[src/rtl/btn_pkg.sv]
// Shared definitions for the button conditioner: per-channel FSM state
// encoding and default timing values (in clock cycles).
package btn_pkg;

    typedef enum logic [1:0] {
        ST_IDLE         = 2'd0,
        ST_PRESS_WAIT   = 2'd1,
        ST_PRESSED      = 2'd2,
        ST_RELEASE_WAIT = 2'd3
    } btn_state_e;

    localparam int unsigned DEF_DEBOUNCE_LIMIT = 32'd1_000_000;
    localparam int unsigned DEF_REPEAT_DELAY   = 32'd500_000;
    localparam int unsigned DEF_REPEAT_PERIOD  = 32'd200_000;

    // True when a non-zero value is representable in an nbits-wide counter.
    function automatic bit fits_counter(input int unsigned value, input int unsigned nbits);
        return (value >= 32'd1) && ((64'(value) >> nbits) == 64'd0);
    endfunction

endpackage

[src/rtl/btn_debounce_ch.sv]
// Single button channel: two-flop synchronizer, four-state debounce FSM with
// a saturating stability counter, and a one-cycle press strobe.
// Optional auto-repeat of the press strobe is built when BTN_AUTOREPEAT_EN
// is defined; otherwise no repeat logic exists.
module btn_debounce_ch
    import btn_pkg::*;
#(
    parameter int unsigned NB_COUNTER     = 32'd20,
    parameter int unsigned DEBOUNCE_LIMIT = DEF_DEBOUNCE_LIMIT,
    parameter int unsigned REPEAT_DELAY   = DEF_REPEAT_DELAY,
    parameter int unsigned REPEAT_PERIOD  = DEF_REPEAT_PERIOD
)(
    input  logic clock,
    input  logic i_reset,
    input  logic i_btn,
    output logic o_level,
    output logic o_pulse,
    output logic o_pulse_next
);

    // An out-of-range configuration keeps the channel parked in reset
    // instead of running with a wrapped limit.
    localparam bit C_CFG_OK = fits_counter(DEBOUNCE_LIMIT, NB_COUNTER) &&
                              fits_counter(REPEAT_DELAY,   NB_COUNTER) &&
                              fits_counter(REPEAT_PERIOD,  NB_COUNTER);

    localparam logic [NB_COUNTER-1:0] C_ZERO     = NB_COUNTER'(0);
    localparam logic [NB_COUNTER-1:0] C_ONE      = NB_COUNTER'(1);
    localparam logic [NB_COUNTER-1:0] C_LIMIT_M1 = NB_COUNTER'(DEBOUNCE_LIMIT - 32'd1);

    logic                  r_sync1;
    logic                  r_sync2;
    btn_state_e            r_state;
    btn_state_e            w_state_next;
    logic [NB_COUNTER-1:0] r_cnt;
    logic [NB_COUNTER-1:0] w_cnt_next;
    logic                  w_press_evt;
    logic                  w_rep_fire;
    logic                  w_level_next;
    logic                  w_pulse_next;
    logic                  r_level;
    logic                  r_pulse;

    // Debounce next-state: a change is accepted only after DEBOUNCE_LIMIT
    // consecutive synchronized samples disagree with the accepted level.
    always_comb begin
        w_state_next = r_state;
        w_cnt_next   = r_cnt;
        w_press_evt  = 1'b0;
        case (r_state)
            ST_IDLE: begin
                if (r_sync2) begin
                    if (C_LIMIT_M1 == C_ZERO) begin
                        w_state_next = ST_PRESSED;
                        w_cnt_next   = C_ZERO;
                        w_press_evt  = 1'b1;
                    end else begin
                        w_state_next = ST_PRESS_WAIT;
                        w_cnt_next   = C_ONE;
                    end
                end else begin
                    w_cnt_next = C_ZERO;
                end
            end
            ST_PRESS_WAIT: begin
                if (r_sync2) begin
                    if (r_cnt >= C_LIMIT_M1) begin
                        w_state_next = ST_PRESSED;
                        w_cnt_next   = C_ZERO;
                        w_press_evt  = 1'b1;
                    end else begin
                        w_cnt_next = r_cnt + C_ONE;
                    end
                end else begin
                    w_state_next = ST_IDLE;
                    w_cnt_next   = C_ZERO;
                end
            end
            ST_PRESSED: begin
                if (!r_sync2) begin
                    if (C_LIMIT_M1 == C_ZERO) begin
                        w_state_next = ST_IDLE;
                        w_cnt_next   = C_ZERO;
                    end else begin
                        w_state_next = ST_RELEASE_WAIT;
                        w_cnt_next   = C_ONE;
                    end
                end else begin
                    w_cnt_next = C_ZERO;
                end
            end
            ST_RELEASE_WAIT: begin
                if (!r_sync2) begin
                    if (r_cnt >= C_LIMIT_M1) begin
                        w_state_next = ST_IDLE;
                        w_cnt_next   = C_ZERO;
                    end else begin
                        w_cnt_next = r_cnt + C_ONE;
                    end
                end else begin
                    w_state_next = ST_PRESSED;
                    w_cnt_next   = C_ZERO;
                end
            end
            default: begin
                w_state_next = ST_IDLE;
                w_cnt_next   = C_ZERO;
            end
        endcase
    end

`ifdef BTN_AUTOREPEAT_EN
    localparam logic [NB_COUNTER-1:0] C_DELAY_M1  = NB_COUNTER'(REPEAT_DELAY  - 32'd1);
    localparam logic [NB_COUNTER-1:0] C_PERIOD_M1 = NB_COUNTER'(REPEAT_PERIOD - 32'd1);

    logic [NB_COUNTER-1:0] r_rep;
    logic [NB_COUNTER-1:0] w_rep_next;
    logic                  r_rep_armed;
    logic                  w_rep_armed_next;

    // Repeat timer: runs only while the channel stays in PRESSED; first fire
    // after REPEAT_DELAY cycles, then every REPEAT_PERIOD cycles.
    always_comb begin
        w_rep_next       = r_rep;
        w_rep_armed_next = r_rep_armed;
        w_rep_fire       = 1'b0;
        if ((r_state == ST_PRESSED) && (w_state_next == ST_PRESSED)) begin
            if (!r_rep_armed) begin
                if (r_rep >= C_DELAY_M1) begin
                    w_rep_fire       = 1'b1;
                    w_rep_next       = C_ZERO;
                    w_rep_armed_next = 1'b1;
                end else begin
                    w_rep_next = r_rep + C_ONE;
                end
            end else begin
                if (r_rep >= C_PERIOD_M1) begin
                    w_rep_fire = 1'b1;
                    w_rep_next = C_ZERO;
                end else begin
                    w_rep_next = r_rep + C_ONE;
                end
            end
        end else begin
            w_rep_next       = C_ZERO;
            w_rep_armed_next = 1'b0;
        end
    end

    // Repeat timer registers.
    always_ff @(posedge clock) begin
        if (!i_reset || !C_CFG_OK) begin
            r_rep       <= C_ZERO;
            r_rep_armed <= 1'b0;
        end else begin
            r_rep       <= w_rep_next;
            r_rep_armed <= w_rep_armed_next;
        end
    end
`else
    assign w_rep_fire = 1'b0;
`endif

    // Output decode from the next state so both outputs leave a flop.
    always_comb begin
        w_level_next = (w_state_next == ST_PRESSED) || (w_state_next == ST_RELEASE_WAIT);
        w_pulse_next = w_press_evt | w_rep_fire;
    end

    // Synchronizer, FSM state, debounce counter and registered outputs.
    always_ff @(posedge clock) begin
        if (!i_reset || !C_CFG_OK) begin
            r_sync1 <= 1'b0;
            r_sync2 <= 1'b0;
            r_state <= ST_IDLE;
            r_cnt   <= C_ZERO;
            r_level <= 1'b0;
            r_pulse <= 1'b0;
        end else begin
            r_sync1 <= i_btn;
            r_sync2 <= r_sync1;
            r_state <= w_state_next;
            r_cnt   <= w_cnt_next;
            r_level <= w_level_next;
            r_pulse <= w_pulse_next;
        end
    end

    assign o_level      = r_level;
    assign o_pulse      = r_pulse;
    assign o_pulse_next = w_pulse_next;

endmodule

[src/rtl/btn_conditioner.sv]
// Multi-channel button conditioner: NB_BTN independent debounce channels
// plus a strobe flagging two or more simultaneous press pulses.
// Auto-repeat is included when BTN_AUTOREPEAT_EN is defined.
module btn_conditioner
    import btn_pkg::*;
#(
    parameter int unsigned NB_BTN         = 32'd4,
    parameter int unsigned NB_COUNTER     = 32'd20,
    parameter int unsigned DEBOUNCE_LIMIT = DEF_DEBOUNCE_LIMIT,
    parameter int unsigned REPEAT_DELAY   = DEF_REPEAT_DELAY,
    parameter int unsigned REPEAT_PERIOD  = DEF_REPEAT_PERIOD
)(
    input  logic              clock,
    input  logic              i_reset,
    input  logic [NB_BTN-1:0] i_btn,
    output logic [NB_BTN-1:0] o_btn_level,
    output logic [NB_BTN-1:0] o_btn_pulse,
    output logic              o_btn_multi
);

    logic [NB_BTN-1:0] w_pulse_next;
    logic              w_multi_next;
    logic              r_multi;

    generate
        for (genvar g = 0; g < NB_BTN; g++) begin : g_ch
            btn_debounce_ch #(
                .NB_COUNTER     (NB_COUNTER),
                .DEBOUNCE_LIMIT (DEBOUNCE_LIMIT),
                .REPEAT_DELAY   (REPEAT_DELAY),
                .REPEAT_PERIOD  (REPEAT_PERIOD)
            ) u_ch (
                .clock        (clock),
                .i_reset      (i_reset),
                .i_btn        (i_btn[g]),
                .o_level      (o_btn_level[g]),
                .o_pulse      (o_btn_pulse[g]),
                .o_pulse_next (w_pulse_next[g])
            );
        end
    endgenerate

    // Two or more pulses pending: clearing the lowest set bit leaves a bit.
    always_comb begin
        w_multi_next = ((w_pulse_next & (w_pulse_next - NB_BTN'(1))) != '0);
    end

    // Register the multi strobe so it lines up with the channel pulses.
    always_ff @(posedge clock) begin
        if (!i_reset) begin
            r_multi <= 1'b0;
        end else begin
            r_multi <= w_multi_next;
        end
    end

    assign o_btn_multi = r_multi;

endmodule

[config.mk]
export PLATFORM = sky130hd
export DESIGN_NAME = btn_conditioner
export DESIGN_NICKNAME = d
export VERILOG_FILES = /design/src/rtl/btn_pkg.sv /design/src/rtl/btn_debounce_ch.sv /design/src/rtl/btn_conditioner.sv
export SDC_FILE = /design/constraint.sdc
export NUM_CORES = 1
export LEC_CHECK = 0
export CORE_ASPECT_RATIO = 1.2
export CORE_MARGIN = 8
export CORE_UTILIZATION = 40
export DETAILED_ROUTE_END_ITERATION = 12
export SLEW_MARGIN = 10
export SYNTH_ARGS = -nofsm -noshare
export SYNTH_HDL_FRONTEND = slang
export SYNTH_SLANG_ARGS = --single-unit
[constraint.sdc]
create_clock -name clock -period 4.3 [get_ports clock]
set_clock_uncertainty 0.2 [all_clocks]
set_input_delay 1.29 -clock clock [delete_from_list [all_inputs] [get_ports clock]]
set_output_delay 1.29 -clock clock [all_outputs]
set_load 0.005 [all_outputs]
==> metrics.txt <==
status=complete, no violations; clk buf depth=2; max-cap violation count=0; net count after synthesis=490; Fin. Hold Viols=0; unrepaired setup endpoints after global routing=no; port bufs=14; Die Y=130 um; Primary FF master, synth=dfxtp_1; Yosys warning total=0; # clock sinks=105; synth cell count leaders=105 x dfxtp_1, 99 x nor2_1, 49 x xor2_1; CP endpoint kind=register; Num CTS Buffers=9; first-pass GRT wire length=13100 um; Synth Instances=480; die area=14400 um2; Tmin final=2900 ps; total power=1.86 mW; 1st-iter DRT viols=69; remaining antenna violation count=0; vias per std cell=4.95; root buffer cell=clkbuf_16; CP Class=input pin to register; Initial Util=41.0%; worst hold path class=register to register; critical path peak fanout=19; Antenna diodes=0; final setup vio count=0; dominant cells by area after synthesis=dfxtp_1 49%, xor2_1 9.9%, nor2_1 8.6%, xnor2_1 4.3%, nand3_1 3.2%; hold slack=233 ps; Worst Setup SP=i_reset; H-tree Lvls=3; drt first pass iters=4; vias in the first global route=3060; Worst Path Arrival=2950 ps; area leader, netlist=dfxtp_1; Final GP Congestion=0.774; Distinct cells, synth=45; multi-input logic area=2080 um2; grt ovf=0; Cell Rows=41; synthesized area=4320 um2; Power per Cell Area=384 nW/um2; CP Data Required Time=4350 ps; die width=111 um; register area=2100 um2; worst slack, placed=1000 ps; min-delay src=g_ch[1].u_ch.r_sync1$_SDFF_PN0_; area grow syn2layout=12.3%; total negative slack=0 ps; post-synthesis async set-or-reset flop share=0%; CTS tree=built; final WL=7280 um; WL/cell=11.7 um; startpoint types=input pin; Cell Count, Final, Fillers Out=623; relative slew slack=47.2%; # DRC=0; Slew @ Worst Pin=789 ps; syn_area_per_cell=8.99 um2; setup bufs post-CTS=0; post-cts sizing count=0; Worst-Skew Late Latency=340 ps; Final Worst Setup Slack=1400 ps; core area=10500 um2; count leader, synth=dfxtp_1; Synth top area share=48.7%; peak supply drop=0.209 mV; Total GRT Usage=10.9%; Worst-path clk slew=70 ps; R2R Setup Slk=1650 ps; HPWL after DPL=5260 um; number of synthesized flops with an enable pin=0; post-synthesis register bit count=105; Cells after DPL=607; largest net degree at the start of global routing=20; fillers=1003; Vias=3084; nets=499; sequential-to-total area share from yosys stat=48.7%; fin. max-slew vios=0; Max Clock Freq=345 MHz; share of post-route cells with drive strength above 1=3.85%; initial antenna violation count=0; # hold bufs at CTS=0; Reg-to-Reg Start=g_ch[2].u_ch.r_cnt[6]$_SDFF_PN0_; cell leakage power=1.66 nW; fin crit share=67.5%; Ports=15
power by group:
group / total, mW / leakage, nW / internal, mW / switching, mW
combinational: 0.0166 / 0.655 / 0.00879 / 0.00781
clock: 0.862 / 0.153 / 0.513 / 0.349
sequential: 0.981 / 0.848 / 0.977 / 0.00349
placed cells by master, fill, tap and decap left out, types with 2 or more instances in the layout:
| cell | n |
|---|---|
| a31oi_1 | 3 |
| o31ai_1 | 2 |
| nor2_1 | 99 |
| buf_4 | 2 |
| nand2b_1 | 3 |
| inv_6 | 2 |
| and2_1 | 12 |
| nand4_1 | 18 |
| clkbuf_16 | 9 |
| xor2_1 | 49 |
| a21oi_1 | 9 |
| nand3b_1 | 2 |
| nand2_1 | 36 |
| or4_1 | 2 |
| bufinv_16 | 2 |
| or3_1 | 2 |
| nor3_1 | 5 |
| ha_1 | 4 |
| and3_1 | 16 |
| dfxtp_1 | 105 |
| nand3_1 | 28 |
| o21ai_0 | 5 |
| nor4_1 | 2 |
| mux2i_1 | 4 |
| and4_1 | 9 |
| clkdlybuf4s50_1 | 14 |
| a211o_1 | 2 |
| inv_1 | 7 |
| xnor2_1 | 21 |
sequential cells by signal (all words and copies together), names as in the netlist:
signal / count
g_ch.u_ch.r_cnt: 80
g_ch.u_ch.r_state: 8
g_ch.u_ch.o_level: 4
g_ch.u_ch.o_pulse: 4
g_ch.u_ch.r_sync1: 4
g_ch.u_ch.r_sync2: 4
o_btn_multi: 1
critical path, cell delays in order:
cell and delay (ps):
clkdlybuf4s50_1 460, buf_4 200, nand4_1 650, a21oi_1 350
worst paths after layout:
check | end | depth (start not counted)
setup / recovery | g_ch[0].u_ch.r_cnt[15]$_SDFF_PN0_ | 4
hold / removal | g_ch[1].u_ch.r_sync2$_SDFF_PN0_ | 1
setup reg to reg | g_ch[2].u_ch.r_cnt[12]$_SDFF_PN0_ | 6
hold reg to reg | g_ch[1].u_ch.r_sync2$_SDFF_PN0_ | 1
layer usage:
metal | track usage [%] | share of wire (%) | up-vias
met5 | 0 | 0 | -
met4 | 5.57 | 2.1 | 0
met3 | 2.80 | 3.3 | 12
met2 | 19.2 | 48 | 23
met1 | 11.9 | 47 | 1414
li1 | - | - | 1635
layout make-up:
cell class / instances / share of cell area (%)
multi-input cells: 349 / 42.9
clock buffers: 10 / 4.73
inverters: 8 / 0.620
well taps: 129 / 3.33
flip-flops and latches: 105 / 43.4
clock inverters: 6 / 1.86
repair buffers: 16 / 3.20
logic make-up after synthesis:
logic type | Yosys count | synth area share (%)
adder cells (fa/ha/maj) | 4 | 1.16
AO/OA/AOI/OAI | 32 | 4.96
AND/OR/NAND/NOR | 239 | 26.9
buffers and inverters | 26 | 3.16
XOR/XNOR | 70 | 14.2
flip-flops | 105 | 48.7
multiplexers | 4 | 0.928
metrics by stage:
stage               util, %  instance area (um2)
floorplan                 -                 4320
global placement       43.0                 4530
detailed placement     43.0                 4530
CTS                    46.1                 4840
global route           46.1                 4840
finish                 46.1                 4840
Power figures use the tool's default switching activity.
